`config.mk`:
```
export PLATFORM = sky130hd
export DESIGN_NAME = axi_chk_fifo
export DESIGN_NICKNAME = d
export VERILOG_FILES = /design/src/rtl/axi_chk_fifo.sv
export SDC_FILE = /design/constraint.sdc
export NUM_CORES = 1
export LEC_CHECK = 0
export ABC_AREA = 1
export BUFFER_PORTS_ARGS = -buffer_cell sky130_fd_sc_hd__buf_2
export CORE_ASPECT_RATIO = 0.6
export CORE_MARGIN = 5
export CORE_UTILIZATION = 45
export DETAILED_ROUTE_END_ITERATION = 12
export PLACE_DENSITY = 0.61
export SLEW_MARGIN = 20
export SYNTH_ARGS = -nofsm -noshare
export SYNTH_HDL_FRONTEND = slang
export SYNTH_SLANG_ARGS = --single-unit
```
`constraint.sdc`:
```
create_clock -name aclk -period 3.7 [get_ports aclk]
set_clock_uncertainty 0.05 [all_clocks]
set_input_delay 0.185 -clock aclk [delete_from_list [all_inputs] [get_ports aclk]]
set_output_delay 0.185 -clock aclk [all_outputs]
set_load 0.02 [all_outputs]
```
`src/rtl/axi_chk_fifo.sv`:
```
// Small synchronous FIFO used as the write/read burst tracker.
// Push is accepted when full only if a pop happens in the same cycle.
module axi_chk_fifo #(
  parameter int W     = 8,
  parameter int DEPTH = 8
) (
  input  logic         aclk,
  input  logic         aresetn,
  input  logic         srst,
  input  logic         push,
  input  logic         pop,
  input  logic [W-1:0] wdata,
  output logic [W-1:0] rdata,
  output logic         full,
  output logic         empty
);
  localparam int PW = $clog2(DEPTH);

  logic [W-1:0]  mem [DEPTH];
  logic [PW-1:0] wptr, rptr;
  logic [PW:0]   cnt;
  logic          do_push, do_pop;

  assign empty   = (cnt == '0);
  assign full    = (cnt == (PW+1)'(DEPTH));
  assign do_pop  = pop && !empty;
  assign do_push = push && (!full || do_pop);
  assign rdata   = mem[rptr];

  always_ff @(posedge aclk or negedge aresetn) begin
    if (!aresetn) begin
      wptr <= '0;
      rptr <= '0;
      cnt  <= '0;
    end else if (srst) begin
      wptr <= '0;
      rptr <= '0;
      cnt  <= '0;
    end else begin
      if (do_push) wptr <= wptr + PW'(1);
      if (do_pop)  rptr <= rptr + PW'(1);
      if (do_push && !do_pop)      cnt <= cnt + (PW+1)'(1);
      else if (do_pop && !do_push) cnt <= cnt - (PW+1)'(1);
    end
  end

  always_ff @(posedge aclk) begin
    if (do_push) mem[wptr] <= wdata;
  end
endmodule

```
==> implementation parameters, run 1 <==
Parameter                              Value

Drt
  Remaining design rule violation count ... 0
  Average via count per standard cell ... 5.235
  Starting DRC count in detailed routing ... 118
  WL/cell ... 16.45 um
  Residual antenna-violating net count after detailed routing ... 0
  Wl on met1 ... 3316 um
  Top routing layer used ... met4
  First drt pass iteration count ... 4
  Met2 wirelength from detailed routing ... 2669 um
  Vias ... 2068
  Routed WL ... 6498 um
  Routed met3 length ... 464 um

Floorplan
  Area of the core region ... 6820 um2
  Rows ... 23
  Overall die width ... 119.3 um
  Die ar. ... 9017 um2
  Starting density of the core ... 47.29%
  Height of the die ... 75.58 um
  Number of top-level pins ... 23

Timing
  Actual slew at the worst max-slew pin ... 0.9196 ns
  Worst slew slack as a fraction of its limit ... 38.46%
  Min Hold Slack ... 0.08013 ns
  Min cycle time layout ... 2.465 ns
  Worst setup slack after layout ... 1.235 ns
  Final setup violating endpoints ... 0
  Max-slew violation count ... 0
  Count of final hold-check violations ... 0
  Fmax ... 0.4057 GHz
  Share of the clock period used by the worst path ... 66.61%
  Unrepaired setup endpoints after global routing ... no
  Setup Total Neg Slack ... 0 ns

Power and ir drop
  Pwr/cell area ... 681.0 nW/um2
  Maximum vdd drop ... 399.7 uV
  Leakage component of the power ... 1.419 nW

CTS
  Total number of clock tree sinks ... 74
  Root buffer cell ... clkbuf_16
  # Post-CTS Setup Buffers ... 0
  Deepest level of the CTS H-tree ... 3
  TritonCTS clock tree ... built
  Post-CTS clock slew at the launch and capture registers of the worst setup and hold paths ... 0.05 ns
  Bufs on Longest Clock Path ... 2
  Number of buffers inserted during clock tree synthesis ... 9
  Later-pin clock latency in the skew report ... 0.32 ns

Global routing
  Global-route wire length before repair ... 10540 um
  Number of antenna violations at the first check in global routing ... 0
  Via count of the first global-routing pass ... 2009
  Pin count of the biggest net entering global routing ... 35
  Overflow after GRT ... 0
  GRT Total Usage ... 16.02%

Logic synthesis
  Net Count, Synth ... 295
  Synthesis warning total ... 0
  Total standard cell area after synthesis ... 3226 um2
  Cell count after synthesis ... 277
  Synthesized area divided by synthesized cell count ... 11.64 um2
  Seq/Total Area, Yosys ... 67.34%
  Number of register bits inferred by synthesis ... 74
  Number of different library cells in the post-synthesis netlist ... 30

Setup path
  Biggest fanout along the worst timing path ... 26
  Critical Path End Type ... output port
  Cell chain of the critical path ... inv_2 > o21ai_0 > o21ai_0 > nand2_1 > nand2_1 > buf_2
  Kind of launch point of the worst setup path ... flop
  Critical path class ... flop to output port
  Signal arrival time at the worst endpoint ... 2.23 ns
  Slowest Stage Delay on Critical Path ... 0.74 ns
  Top Family by Delay on Critical Path ... flip-flops
  Bufs and invs on worst path ... 2
  Required time reported for the critical path endpoint ... 3.46 ns
  Max stage delay cell, worst path ... dfrtp_1

Place
  Weighted congestion reported at the end of routability-driven placement ... 0.7937
  Setup slack at placement ... 1.584 ns
  Buffers added on ports ... 22
  HPWL after detailed placement ... 4498 um

Cells and area
  Number of fill cells in the layout ... 581
  Ratio of cells with drive above 1 in the final layout ... 16.56%
  Area Overhead vs Synth ... 14.51%
  Antenna diode count ... 0
  NumNets Final ... 321

Flow run
  Number of max-cap violations ... 0

Hold path
  Class of the worst hold path ... input pin to flop

Outcome
  Result of the run ... finished, final reports clean
==> state kept, by name, indices dropped and copies added (netlist names) <==
register / flops
wptr: 3
cnt: 4
rptr: 3
mem: 64
==> per-layer routing <==
layer  GRT usage (%)  vias to the layer above
li1                -                     1015
met1           22.71                      983
met2           23.33                       66
met3           6.528                        4
met4           3.807                        0
met5               0                        -
==> worst register-to-register path, cell delays in order (launching register included) <==
cell and delay, ns:
dfrtp_1 0.41, inv_1 0.10, nor2_2 0.04, nand3_1 0.08, nand2_2 0.12, nor2_1 0.15, inv_1 0.10, nor2_1 0.69
==> stage by stage <==
stage          utilization, %  instance area (um2)  cells  power (W)
4_1_cts                 54.14                 3692    395   0.002547
6_report                54.16                 3694    395   0.002515
5_1_grt                 54.16                 3694    395   0.002675
3_5_place_dp            49.90                 3403    378   0.001725
3_3_place_gp            49.90                 3403    378   0.001715
2_1_floorplan               -                 3226    277   0.001548
==> path summary, 6_finish.rpt <==
path / from / endpoint / slack (ns) / cells past startpoint
min reg2reg: cnt[3] / cnt[3] / 0.51 / 2
max in group asynchronous: aresetn / rptr[1] / 3.16 / 2
max: rptr[0] / rdata[6] / 1.24 / 6
min: srst / rptr[1] / 0.08 / 2
min in group asynchronous: aresetn / cnt[1] / 0.22 / 2
max reg2reg: cnt[3] / mem[5][2] / 1.59 / 7
==> cells by family (layout without fill, tap and decap cells) <==
logic type | after synthesis | count (layout) | share of synthesized area, %
XOR/XNOR | 1 | 1 | 0.2716
multiplexers | 8 | 8 | 2.483
AND/OR/NAND/NOR | 116 | 116 | 16.21
AO/OA/AOI/OAI | 47 | 47 | 8.030
buffers and inverters | 26 | 57 | 3.491
flip-flops | 74 | 74 | 67.34
adder cells (fa/ha/maj) | 5 | 5 | 2.172
==> power breakdown <==
group	switching (W)	internal, W
clock	0.000295	0.000516
combinational	0.000434	0.000228
sequential	0.0000760	0.000966
total	0.000805	0.00171
==> Yosys cell counts <==
cell type / count / area [um2]
a21oi_1: 3 / 15.01
a211oi_1: 1 / 7.510
dfrtp_1: 10 / 250.2
nand2_1: 52 / 195.2
clkbuf_2: 1 / 5.000
o21ai_1: 2 / 10.01
fa_1: 1 / 20.02
clkinv_1: 1 / 3.750
xnor2_1: 1 / 8.760
nor2_8: 1 / 20.02
nand2_2: 3 / 18.77
nand3_4: 1 / 17.52
o22ai_1: 8 / 50.05
nor2_1: 46 / 172.7
mux2i_1: 8 / 80.08
nor2_4: 2 / 22.52
buf_2: 5 / 25.02
nor2_2: 2 / 12.51
clkbuf_1: 1 / 3.750
buf_4: 2 / 15.01
inv_1: 13 / 48.80
ha_1: 4 / 50.05
edfxtp_1: 64 / 1922
nand3b_2: 1 / 11.26
a21oi_4: 1 / 16.27
inv_2: 3 / 11.26
nor3_1: 2 / 10.01
nand2_4: 2 / 22.52
o21ai_0: 32 / 160.2
nand3_1: 4 / 20.02
==> cell type report <==
type                            instances  area (um2)  area share [%]
Sequential cell                        74        2173           58.84
Multi-Input combinational cell        177       940.9           25.47
Clock buffer                           12       236.5           6.402
Timing Repair Buffer                   24       127.6           3.455
Tap cell                               87       108.9           2.947
Inverter                               17       63.81           1.728
Clock inverter                          4       42.54           1.152
==> cell usage in the layout, fill, tap and decap left out, types with 2 or more instances in the layout <==
master      n
edfxtp_1   64
nand2_1    52
nor2_1     46
o21ai_0    32
buf_2      22
inv_1      13
clkbuf_16   9
dfrtp_1     9
mux2i_1     8
o22ai_1     8
nand3_1     4
ha_1        4
inv_2       3
nand2_2     3
clkinv_1    3
a21oi_1     3
clkbuf_1    3
nor2_4      2
nor2_2      2
nand2_4     2
o21ai_1     2
nor3_1      2
==> what timing repair did <==
item                       CTS  global route
resized for setup            0             0
hold endpoints to repair    10             0
hold buffers                 1             0
setup endpoints to repair    0             0
(Power assumes the default switching activity.)
==> run 2, diff against run 1 <==
Settings changed: PLACE_DENSITY 0.61 to 0.64.
Clock period 3.7 ns to 2.18 ns, I/O delays scaled along.
==> run 2 against run 1 <==
Net effect:
- non-clock buffer count grew 13
- cell area grew 3.4%
- largest cell class unchanged
- cell count grew 3.3%
- clock-buffer cell count grew 1
- global-route usage grew 0.17 points
- power grew 76%
- clock power grew 86%
==> implementation parameters, run 2 (synthesis results as in run 1) <==
Parameter                              Value

Floorplan
  Area of the core region ... 6820 um2 (unchanged)
  Height of the die ... 75.58 um (unchanged)
  Die ar. ... 9017 um2 (unchanged)
  Overall die width ... 119.3 um (unchanged)
  Starting density of the core ... 47.29% (unchanged)
  Rows ... 23 (unchanged)
  Number of top-level pins ... 23 (unchanged)

Cells and area
  Post-route cell area ... 3820 um2 (was 3694 um2)
  Sequential cell area in the final layout ... 2172 um2 (was 2173 um2)
  Top Registers ... mem x64, cnt x4 (unchanged)
  Flip-flop count of the largest register, all copies and words added ... 64 (unchanged)
  Largest Register ... mem (unchanged)
  NumNets Final ... 334 (was 321)
  Area Overhead vs Synth ... 18.43% (was 14.51%)
  Ratio of cells with drive above 1 in the final layout ... 20.25% (was 16.56%)
  Commonest non-fill, non-tap cell in the layout ... edfxtp_1 (unchanged)
  Highest-count cells in the layout ignoring fill and taps ... edfxtp_1 (64), nand2_1 (52), nor2_1 (46) (unchanged)
  Core occupancy in the finished layout ... 56.01% (was 54.16%)
  Antenna diode count ... 0 (unchanged)
  Number of fill cells in the layout ... 589 (was 581)
  Area occupied by multi-input gates ... 944.7 um2 (was 940.9 um2)

CTS
  Later-pin clock latency in the skew report ... 0.32 ns (about the same)
  Bufs on Longest Clock Path ... 2 (unchanged)
  TritonCTS clock tree ... built (unchanged)
  Number of buffers inserted during clock tree synthesis ... 9 (unchanged)
  # Post-CTS Setup Buffers ... 0 (unchanged)
  Root buffer cell ... clkbuf_16 (unchanged)
  Total number of clock tree sinks ... 74 (unchanged)
  Deepest level of the CTS H-tree ... 3 (unchanged)
  Post-CTS clock slew at the launch and capture registers of the worst setup and hold paths ... 0.06 ns (was 0.05 ns)

Global routing
  GRT Total Usage ... 16.20% (was 16.02%)
  Number of antenna violations at the first check in global routing ... 0 (unchanged)
  Layer with the highest usage ... met2 (unchanged)
  M1 GR Usage ... 22.00% (was 22.71%)
  Global Route met3 Usage ... 7.493% (was 6.528%)
  Pin count of the biggest net entering global routing ... 35 (unchanged)
  Met2 track demand over resource ... 23.51% (was 23.33%)
  Global-route wire length before repair ... 10760 um (was 10540 um)
  Via count of the first global-routing pass ... 2029 (was 2009)
  Overflow after GRT ... 0 (unchanged)

Timing
  Unrepaired setup endpoints after global routing ... no (unchanged)
  Count of final hold-check violations ... 0 (unchanged)
  Actual slew at the worst max-slew pin ... 0.4742 ns (was 0.9196 ns)
  Setup Total Neg Slack ... 0 ns (unchanged)
  Worst setup slack after layout ... 0.1869 ns (was 1.235 ns)
  Final setup violating endpoints ... 0 (unchanged)
  Share of the clock period used by the worst path ... 91.43%
  Min Hold Slack ... 0.01607 ns (was 0.08013 ns)
  Fmax ... 0.5017 GHz
  Max-slew violation count ... 0 (unchanged)
  Worst slew slack as a fraction of its limit ... 68.34% (was 38.46%)
  Min cycle time layout ... 1.993 ns

Power and ir drop
  Leakage component of the power ... 1.504 nW (was 1.419 nW)
  Maximum vdd drop ... 611.9 uV (was 399.7 uV)
  Pwr/cell area ... 1160 nW/um2 (was 681.0 nW/um2)

Setup path
  Signal arrival time at the worst endpoint ... 2.16 ns (was 2.23 ns)
  Critical path class ... flop to flop (was flop to output port)
  Biggest fanout along the worst timing path ... 7 (was 26)
  Required time reported for the critical path endpoint ... 2.35 ns (was 3.46 ns)
  Kind of launch point of the worst setup path ... flop (unchanged)
  Critical Path End Type ... flop (was output port)

Hold path
  Class of the worst hold path ... input pin to flop (unchanged)

Drt
  Average via count per standard cell ... 5.025 (was 5.235)
  Remaining design rule violation count ... 0 (unchanged)
  First drt pass iteration count ... 4 (unchanged)
  Residual antenna-violating net count after detailed routing ... 0 (unchanged)
  Routed WL ... 6536 um (was 6498 um)
  Starting DRC count in detailed routing ... 112 (was 118)
  Vias ... 2050 (was 2068)
  WL/cell ... 16.02 um (was 16.45 um)

Place
  HPWL after detailed placement ... 4389 um (was 4498 um)
  Setup slack at placement ... 0.1428 ns (was 1.584 ns)
  Placed inst area ... 3501 um2 (was 3403 um2)
  Buffers added on ports ... 22 (unchanged)
  Weighted congestion reported at the end of routability-driven placement ... 0.8275 (was 0.7937)

Outcome
  Result of the run ... finished, final reports clean (unchanged)

Flow run
  Number of max-cap violations ... 0 (unchanged)
[run 2: critical path: stages (launching register included)]
cell	delay, ns
dfrtp_1	0.42
nor2_4	0.16
nand2_4	0.08
nand2_4	0.10
nand3_4	0.10
ha_1	0.35
a21oi_2	0.19
nand2_1	0.08
nand2_1	0.09
nand2_1	0.07
nand2_2	0.06
nand2_1	0.05
nand2_1	0.05
nand2_1	0.04
[run 2: power by group]
| part | switching [W] | leakage (nW) | internal, W |
|---|---|---|---|
| registers | 0.0000606 | 0.715 | 0.00164 |
| logic | 0.000811 | 0.641 | 0.000414 |
| clock network | 0.000508 | 0.148 | 0.00100 |
[run 2: area by class of cell]
type	count	share of cell area, %
Sequential cell	74	56.86
Multi-Input combinational cell	177	24.73
Clock buffer	13	6.289
Timing Repair Buffer	37	5.896
Tap cell	87	2.850
Clock inverter	3	1.703
Inverter	17	1.670
[run 2: per-stage QoR]
| stage | cells | total power [W] |
|---|---|---|
| 2_1_floorplan | 277 | 0.002627 |
| 3_3_place_gp | 391 | 0.002931 |
| 3_5_place_dp | 391 | 0.002949 |
| 4_1_cts | 408 | 0.004472 |
| 5_1_grt | 408 | 0.004699 |
| 6_report | 408 | 0.004433 |
[run 2: final timing paths]
check,start,to,slack (ns),cells past startpoint
min in group asynchronous,aresetn,cnt[0],0.13,2
max in group asynchronous,aresetn,rptr[1],1.75,2
worst max-delay path,cnt[1],cnt[3],0.19,13
worst min-delay path,wdata[5],mem[6][5],0.02,1
worst max register to register,cnt[1],cnt[3],0.19,13
worst min register to register,cnt[3],cnt[3],0.54,2
[run 2: what timing repair did]
item,in CTS,in global routing
resized for setup,0,1
hold buffers,1,0
endpoints found under the hold margin,10,0
setup endpoints to repair,0,1
[run 2: routing by layer]
layer | wire length [um] | up-vias | share of wire, %
met5 | 0 | - | 0
met1 | 3371 | 965 | 52
li1 | - | 1040 | -
met2 | 2777 | 39 | 42
met4 | 61 | 0 | 0.93
met3 | 325 | 6 | 5.0
==> run 3, diff against run 2 <==
Settings changed: HOLD_SLACK_MARGIN set to 0.05.
==> run 3 against run 2 <==
Net effect:
- core utilization increased by 1.3 points
- sequential share of layout area shrank 1.3 points
- cell area is 2.4% higher
- hold slack gained 0.067 ns
- clock-buffer cell count unchanged
- register-to-register slack is essentially flat
- sequential power barely moved
- flip-flop and latch count stayed put
- combinational power barely moved
- maximum frequency about the same
- die area unchanged
- cell count increased by 2.2%
- largest cell class unchanged
- highest routed layer unchanged
==> implementation parameters, run 3 (synthesis results as in run 1) <==
Parameter                              Value

Outcome
  Result of the run ... finished, final reports clean (unchanged)

Power and ir drop
  Maximum vdd drop ... 612.1 uV (was 611.9 uV)
  Pwr/cell area ... 1136 nW/um2 (was 1160 nW/um2)
  Leakage component of the power ... 1.542 nW (was 1.504 nW)

CTS
  Total number of clock tree sinks ... 74 (unchanged)
  TritonCTS clock tree ... built (unchanged)
  Root buffer cell ... clkbuf_16 (unchanged)
  Post-CTS clock slew at the launch and capture registers of the worst setup and hold paths ... 0.05 ns (was 0.06 ns)
  Deepest level of the CTS H-tree ... 3 (unchanged)
  Bufs on Longest Clock Path ... 2 (unchanged)
  # Post-CTS Setup Buffers ... 0 (unchanged)
  Later-pin clock latency in the skew report ... 0.32 ns (about the same)
  Number of buffers inserted during clock tree synthesis ... 9 (unchanged)

Drt
  Residual antenna-violating net count after detailed routing ... 0 (unchanged)
  WL/cell ... 15.74 um (was 16.02 um)
  Starting DRC count in detailed routing ... 119 (was 112)
  Remaining design rule violation count ... 0 (unchanged)
  First drt pass iteration count ... 4 (unchanged)
  Average via count per standard cell ... 5.010 (was 5.025)
  Routed WL ... 6562 um (was 6536 um)
  Vias ... 2089 (was 2050)

Setup path
  Critical Path End Type ... flop (unchanged)
  Reg2reg start ... cnt[1] (unchanged)
  Worst setup slack for register-to-register paths ... 0.19 ns (about the same)
  Biggest fanout along the worst timing path ... 7 (unchanged)
  Critical path class ... flop to flop (unchanged)
  Kind of launch point of the worst setup path ... flop (unchanged)
  Startpoint of the most critical setup path ... cnt[1] (unchanged)
  Required time reported for the critical path endpoint ... 2.35 ns (about the same)
  Signal arrival time at the worst endpoint ... 2.16 ns (about the same)

Timing
  Share of the clock period used by the worst path ... 91.45% (was 91.43%)
  Count of final hold-check violations ... 0 (unchanged)
  Max-slew violation count ... 0 (unchanged)
  Fmax ... 0.5016 GHz (was 0.5017 GHz)
  Min cycle time layout ... 1.994 ns (was 1.993 ns)
  Setup Total Neg Slack ... 0 ns (unchanged)
  Actual slew at the worst max-slew pin ... 0.4739 ns (was 0.4742 ns)
  Final setup violating endpoints ... 0 (unchanged)
  Min Hold Slack ... 0.08332 ns (was 0.01607 ns)
  Unrepaired setup endpoints after global routing ... no (unchanged)
  Worst slew slack as a fraction of its limit ... 68.36% (was 68.34%)

Cells and area
  Flip-flop count of the largest register, all copies and words added ... 64 (unchanged)
  Area Overhead vs Synth ... 21.22% (was 18.43%)
  Top Registers ... mem x64, cnt x4 (unchanged)
  Largest Register ... mem (unchanged)
  Ratio of cells with drive above 1 in the final layout ... 19.70% (was 20.25%)
  Highest-count cells in the layout ignoring fill and taps ... edfxtp_1 (64), nand2_1 (52), nor2_1 (46) (unchanged)
  Antenna diode count ... 0 (unchanged)
  Commonest non-fill, non-tap cell in the layout ... edfxtp_1 (unchanged)
  NumNets Final ... 343 (was 334)

Global routing
  GRT Total Usage ... 16.30% (was 16.20%)
  Global-route wire length before repair ... 10850 um (was 10760 um)
  Overflow after GRT ... 0 (unchanged)
  Via count of the first global-routing pass ... 2056 (was 2029)
  Number of antenna violations at the first check in global routing ... 0 (unchanged)
  Pin count of the biggest net entering global routing ... 35 (unchanged)

Flow run
  Number of max-cap violations ... 0 (unchanged)

Place
  Weighted congestion reported at the end of routability-driven placement ... 0.8275 (unchanged)
  HPWL after detailed placement ... 4389 um (unchanged)
  Buffers added on ports ... 22 (unchanged)

Hold path
  Class of the worst hold path ... input pin to flop (unchanged)
  Startpoint of the lowest-slack hold path ... pop (was wdata[5])

Floorplan
  Area of the core region ... 6820 um2 (unchanged)
  Number of top-level pins ... 23 (unchanged)
  Starting density of the core ... 47.29% (unchanged)
  Rows ... 23 (unchanged)
  Height of the die ... 75.58 um (unchanged)
  Overall die width ... 119.3 um (unchanged)
  Die ar. ... 9017 um2 (unchanged)
==> run 3: changes by cell type in the layout (fill, tap and decap cells not counted), sizes merged <==
| cell | change |
|---|---|
| dlygate4sd3 | +9 |
==> run 3: power by group <==
group / internal (W) / leakage (nW) / switching, W / total (W)
Clock: 0.00100 / 0.148 / 0.000505 / 0.00151
Combinational: 0.000424 / 0.679 / 0.000814 / 0.00124
Sequential: 0.00164 / 0.715 / 0.0000600 / 0.00170
Total: 0.00306 / 1.54 / 0.00138 / 0.00444
==> run 3: worst paths after layout <==
kind,cells past startpoint,to
max,13,cnt[3]
min,3,rptr[0]
max reg2reg,13,cnt[3]
min reg2reg,2,cnt[3]
max in group asynchronous,2,rptr[1]
min in group asynchronous,2,cnt[0]
==> run 3: layer usage <==
layer / share of wire [%] / track usage [%]
met1: 50 / 22.20
met2: 43 / 23.83
met3: 6.1 / 7.270
met4: 0.93 / 4.949
met5: 0 / 0
==> run 3: critical path: stages (launching register included) <==
cell and delay (ns):
dfrtp_1 0.42, nor2_4 0.16, nand2_4 0.08, nand2_4 0.10, nand3_4 0.10, ha_1 0.35
a21oi_2 0.19, nand2_1 0.08, nand2_1 0.09, nand2_1 0.07, nand2_2 0.06, nand2_1 0.05
nand2_1 0.05, nand2_1 0.04
==> run 3: cell type report <==
| cell class | instances | area, um2 |
|---|---|---|
| Timing Repair Buffer | 46 | 315.3 |
| Inverter | 17 | 63.81 |
| Tap cell | 87 | 108.9 |
| Fill cell | 581 | 2910 |
| Multi-Input combinational cell | 177 | 944.7 |
| Clock inverter | 3 | 65.06 |
| Sequential cell | 74 | 2172 |
| Clock buffer | 13 | 240.2 |
==> run 3: through the flow <==
| stage | power, W | util, % | setup WS (ns) | cells | area (um2) |
|---|---|---|---|---|---|
| 2_1_floorplan | 0.002627 | - | 0.3428 | 277 | 3226 |
| 6_report | 0.004443 | 57.33 | 0.1864 | 417 | 3910 |
| 3_5_place_dp | 0.002949 | 51.33 | 0.1428 | 391 | 3501 |
| 3_3_place_gp | 0.002931 | 51.33 | 0.2698 | 391 | 3501 |
| 5_1_grt | 0.004713 | 57.33 | 0.04967 | 417 | 3910 |
| 4_1_cts | 0.004484 | 57.27 | 0.1274 | 417 | 3906 |
==> run 3: repair_timing <==
action,CTS,global route
hold endpoints to repair,77,0
gates resized for setup,0,1
endpoints found under the setup margin,0,1
hold buffers,10,0
